**src/rtl/branch_predictor.sv**
```systemverilog
// branch_predictor
//   Fetch-stage branch predictor: a direct-mapped BTB (valid/tag/target)
//   plus 2-bit saturating direction counters. The lookup is purely
//   combinational from registered state. Training comes from the execute stage.
//
//   Optional feature: define BP_GSHARE_EN to XOR a global history register
//   into the counter index. BTB valid/tag/target stay on the plain index.
//
// Ports:
//   clk          clock, all state updates on posedge
//   rst          synchronous reset, active-high
//   bp_enable    0 forces pred_taken low (training unaffected)
//   pc           fetch PC to look up
//   pred_taken   predict taken for pc
//   pred_target  predicted next PC (BTB target on hit, else pc+4)
//   pred_hit     BTB entry valid and tag matches pc
//   upd_valid    resolved conditional branch this cycle
//   upd_pc       PC of the resolved branch
//   upd_taken    resolved direction
//   upd_target   resolved taken target
module branch_predictor #(
  parameter int unsigned ENTRIES    = 32,
  parameter int unsigned INDEX_BITS = 5,
  parameter int unsigned TAG_BITS   = 8,
  parameter logic [31:0] RESET_PC   = 32'h4000_0000
) (
  input  logic        clk,
  input  logic        rst,
  input  logic        bp_enable,
  input  logic [31:0] pc,
  output logic        pred_taken,
  output logic [31:0] pred_target,
  output logic        pred_hit,
  input  logic        upd_valid,
  input  logic [31:0] upd_pc,
  input  logic        upd_taken,
  input  logic [31:0] upd_target
);

  localparam int unsigned TAG_LSB = INDEX_BITS + 2;
  localparam int unsigned TAG_MSB = INDEX_BITS + TAG_BITS + 1;

  logic                  valid_q [ENTRIES];
  logic [TAG_BITS-1:0]   tag_q   [ENTRIES];
  logic [31:0]           tgt_q   [ENTRIES];
  logic [1:0]            ctr_q   [ENTRIES];

  logic [INDEX_BITS-1:0] lk_idx, up_idx, lk_cidx, up_cidx;
  logic [TAG_BITS-1:0]   lk_tag, up_tag;
  logic                  up_hit;
  logic [1:0]            up_ctr, up_ctr_d;

  // Low byte-offset bits and bits above the tag take no part in training.
  logic unused_upd_bits;
  assign unused_upd_bits = ^{upd_pc[31:TAG_MSB+1], upd_pc[1:0]};

  assign lk_idx = pc[INDEX_BITS+1:2];
  assign lk_tag = pc[TAG_MSB:TAG_LSB];
  assign up_idx = upd_pc[INDEX_BITS+1:2];
  assign up_tag = upd_pc[TAG_MSB:TAG_LSB];

`ifdef BP_GSHARE_EN
  logic [INDEX_BITS-1:0] ghr_q;

  assign lk_cidx = lk_idx ^ ghr_q;
  assign up_cidx = up_idx ^ ghr_q;

  // History advances on every applied update, hit or miss, taken or not.
  always_ff @(posedge clk) begin
    if (rst) begin
      ghr_q <= '0;
    end else if (upd_valid) begin
      ghr_q <= {ghr_q[INDEX_BITS-2:0], upd_taken};
    end
  end
`else
  assign lk_cidx = lk_idx;
  assign up_cidx = up_idx;
`endif

  // Lookup: zero latency, no bypass from a same-cycle update.
  assign pred_hit    = valid_q[lk_idx] && (tag_q[lk_idx] == lk_tag);
  assign pred_taken  = bp_enable && pred_hit && ctr_q[lk_cidx][1];
  assign pred_target = pred_hit ? tgt_q[lk_idx] : (pc + 32'd4);

  assign up_hit = valid_q[up_idx] && (tag_q[up_idx] == up_tag);
  assign up_ctr = ctr_q[up_cidx];

  always_comb begin
    up_ctr_d = up_ctr;
    if (upd_taken) begin
      if (up_ctr != 2'b11) up_ctr_d = up_ctr + 2'd1;
    end else begin
      if (up_ctr != 2'b00) up_ctr_d = up_ctr - 2'd1;
    end
  end

  always_ff @(posedge clk) begin
    if (rst) begin
      for (int unsigned i = 0; i < ENTRIES; i++) begin
        valid_q[i] <= 1'b0;
        tag_q[i]   <= '0;
        tgt_q[i]   <= RESET_PC;
        ctr_q[i]   <= 2'b01;
      end
    end else if (upd_valid) begin
      if (up_hit) begin
        ctr_q[up_cidx] <= up_ctr_d;
        if (upd_taken) tgt_q[up_idx] <= upd_target;
      end else if (upd_taken) begin
        valid_q[up_idx] <= 1'b1;
        tag_q[up_idx]   <= up_tag;
        tgt_q[up_idx]   <= upd_target;
        ctr_q[up_cidx]  <= 2'b10;
      end
    end
  end

endmodule

```
**config.mk**
```make
export PLATFORM = sky130hd
export DESIGN_NAME = branch_predictor
export DESIGN_NICKNAME = d
export VERILOG_FILES = /design/src/rtl/branch_predictor.sv
export SDC_FILE = /design/constraint.sdc
export NUM_CORES = 2
export LEC_CHECK = 0
export ABC_CLOCK_PERIOD_IN_PS = 5880
export CORE_ASPECT_RATIO = 1.4
export CORE_MARGIN = 2
export CORE_UTILIZATION = 35
export DETAILED_ROUTE_END_ITERATION = 12
export GPL_ROUTABILITY_DRIVEN = 0
export PLACE_DENSITY_LB_ADDON = 0.08
export SYNTH_ARGS = -nofsm -noshare
export SYNTH_HDL_FRONTEND = slang
export SYNTH_SLANG_ARGS = --single-unit
```
**constraint.sdc**
```tcl
create_clock -name clk -period 5.88 [get_ports clk]
set_clock_uncertainty 0.05 [all_clocks]
set_input_delay 0.882 -clock clk [delete_from_list [all_inputs] [get_ports clk]]
set_output_delay 0.882 -clock clk [all_outputs]
set_load 0.01 [all_outputs]
```
==> flow_summary.json <==
{
  "outcome": "complete, no violations",
  "num_vias": 39300,
  "clock_path_buffers": 3,
  "synth-seq-area-share": 0.615,
  "holdBufCountCts": 0,
  "final_max_slew_viol_count": 0,
  "worstSetupEndpointType": "output pin",
  "rsz0062_at_grt": "no",
  "worstReg2RegEnd": "tag_q[11][1]",
  "synth-edff-count": 1344,
  "final_cell_mix": "1,344 x edfxtp_1, 998 x and2_1, 451 x mux4_2, 269 x and3_1, 244 x buf_4",
  "dieArea_mm2": 0.194,
  "syn_inst": 4348,
  "r2r_cells": 11,
  "core_area_mm2": 0.189,
  "fmax_ghz": 0.177,
  "min-delay-start": "valid_q[2]",
  "die_h_um": 520,
  "drcViolationCount": 0,
  "ys_ff_latch": 1376,
  "hold_depth": 1,
  "setup_tns_ns": 0,
  "ant_nets": 0,
  "overflow": 0,
  "crit_arrival_ns": 4.72,
  "fin_crit_sh": 0.962,
  "reg2reg_slack_ns": 2.44,
  "drive_gt1_frac": 0.235,
  "p_leak_nw": 27.2,
  "cts-resized-gates": 0,
  "max-vdd-ir-drop_mv": 0.292,
  "start_util": 0.352,
  "dr.pass1.iters": 6,
  "grtUsageMet3": 0.0385,
  "cp-start-kind": "primary input",
  "setup_viol": 0,
  "cts.clk_slew.worst_paths_ns": 0.06,
  "cts_root_buf": "clkbuf_16",
  "syn-cell-area_mm2": 0.0667,
  "grt_pass1_vias": 40800,
  "grt_max_degree": 82,
  "layout_min_cycle_time_ns": 5.66,
  "antenna_found_initial": 33,
  "area_growth_syn_to_layout_pct": 15.5,
  "synth-main-ff-cell": "edfxtp_1",
  "io_pins": 135,
  "wl_per_cell_um": 34.5,
  "final_core_util": 0.406,
  "avgViaCountPerCell": 5.58,
  "required_ns": 4.95,
  "drt_iter0_markers": 3682,
  "dp_hpwl_um": 149000,
  "clkSinkCount": 1376,
  "hold_path_class": "reg -> reg",
  "numPortBuffers": 115,
  "final_common_cell": "edfxtp_1",
  "grt_usage": 0.249,
  "p_per_area_mw_per_mm2": 294,
  "rows": 189,
  "n_fill_cell": 17200,
  "h-tree-depth": 4,
  "grt_pass1_wl_um": 335000,
  "ys_types": 72,
  "finalHoldViolations": 0,
  "cts_tree": "built",
  "worst-setup-path-type": "in -> out",
  "die_w_um": 373,
  "cp_max_fo": 26,
  "r2r-start": "tag_q[26][2]",
  "busiest_layer": "met2",
  "cts-buffers-inserted": 148,
  "hold-path-endpoint": "valid_q[2]",
  "finalNetCount": 4537,
  "routed_wl_um": 243000,
  "async_reset_ff_frac": 0,
  "post_cts_buffers": 0,
  "cap_violations": 0,
  "insertion_delay_ns": 0.80,
  "synth-warning-count": 0,
  "grt.met2_usage": 0.435,
  "slew_headroom": 0.193,
  "worstMarginPinSlew_ns": 1.21,
  "avgSynthCellArea_um2": 15.3,
  "synth_fp_nets": 4450,
  "finalPower_mw": 22.6,
  "use_met1": 0.309
}
per-layer routing:
metal | part of all wire | vias up
met3 | 0.051 | 350
met4 | 0.040 | 10
met2 | 0.51 | 1267
met5 | 0.00027 | -
li1 | - | 16700
met1 | 0.40 | 21000
report_power, final:
part	total [mW]	internal, mW	leakage (nW)	switching [mW]
combinational	2.24	0.907	11.9	1.34
clock	9.00	4.89	2.17	4.11
sequential	11.4	11.2	13.1	0.162
Yosys cell counts, types with 34 or more instances:
| cell | instances | area share |
|---|---|---|
| nand2_1 | 68 | 0.0038 |
| buf_2 | 53 | 0.0040 |
| clkbuf_1 | 369 | 0.021 |
| or3_1 | 34 | 0.0032 |
| mux4_2 | 451 | 0.15 |
| mux2i_1 | 124 | 0.019 |
| and3_1 | 269 | 0.025 |
| nor3_1 | 40 | 0.0030 |
| nor2_1 | 93 | 0.0052 |
| a22o_1 | 38 | 0.0050 |
| and2_1 | 998 | 0.094 |
| edfxtp_1 | 1344 | 0.61 |
stage by stage:
stage / cell area, µm² / hold slack (ns) / cells / setup slack (ns)
after CTS: 77000 / 0.450 / 7036 / 0.0581
final: 77000 / 0.449 / 7053 / 0.224
after global routing: 77000 / 0.477 / 7037 / 0.128
after detailed placement: 72500 / 0.436 / 6768 / 0.0697
after global placement: 72500 / 0.426 / 6768 / 0.0235
after floorplan: 66700 / 0.411 / 4348 / 0.428
layout make-up:
cell class              count  area [µm²]  area share
well taps                2483        3110      0.0403
diodes                     17        42.5    0.000553
inverters                   5        22.5    0.000293
clock inverters            66         537     0.00697
flip-flops and latches   1376       41000       0.532
clock buffers             202        3960      0.0514
multi-input cells        2492       24300       0.315
repair buffers            412        4060      0.0527
state kept, by name, summed over array words and instances, names as in the netlist:
register / count
valid_q: 32
tgt_q: 1024
tag_q: 256
ctr_q: 64
cells by family after synthesis:
logic type	synth area share
AOI/OAI and AO/OA	0.0226
xor gates and xnor gates	0.00538
adders and majority gates	0.000338
buffers and inverters	0.0309
DFF	0.615
muxes	0.176
and+or+nand+nor	0.150
worst max-delay path by stage:
stage / depth (start not counted) / start / end
floorplan: 8 / upd_pc[3] / ctr_q[2][0]
global placement: 11 / pc[11] / pred_target[31]
detailed placement: 11 / pc[11] / pred_target[31]
CTS: 11 / pc[11] / pred_target[31]
global route: 13 / pc[6] / pred_target[2]
finish: 12 / pc[3] / pred_target[5]
worst max-delay path, stage by stage:
cell             delay [ns]
buf_8                  0.29
mux4_2                 0.60
and2_1                 0.18
nor3_1                 0.42
or4_1                  0.18
and4b_1                0.27
nand3_1                0.09
or4_4                  0.68
buf_4                  0.22
mux2i_1                0.17
buf_4                  0.16
clkdlybuf4s50_1        0.53
Power figures use the tool's default switching activity.
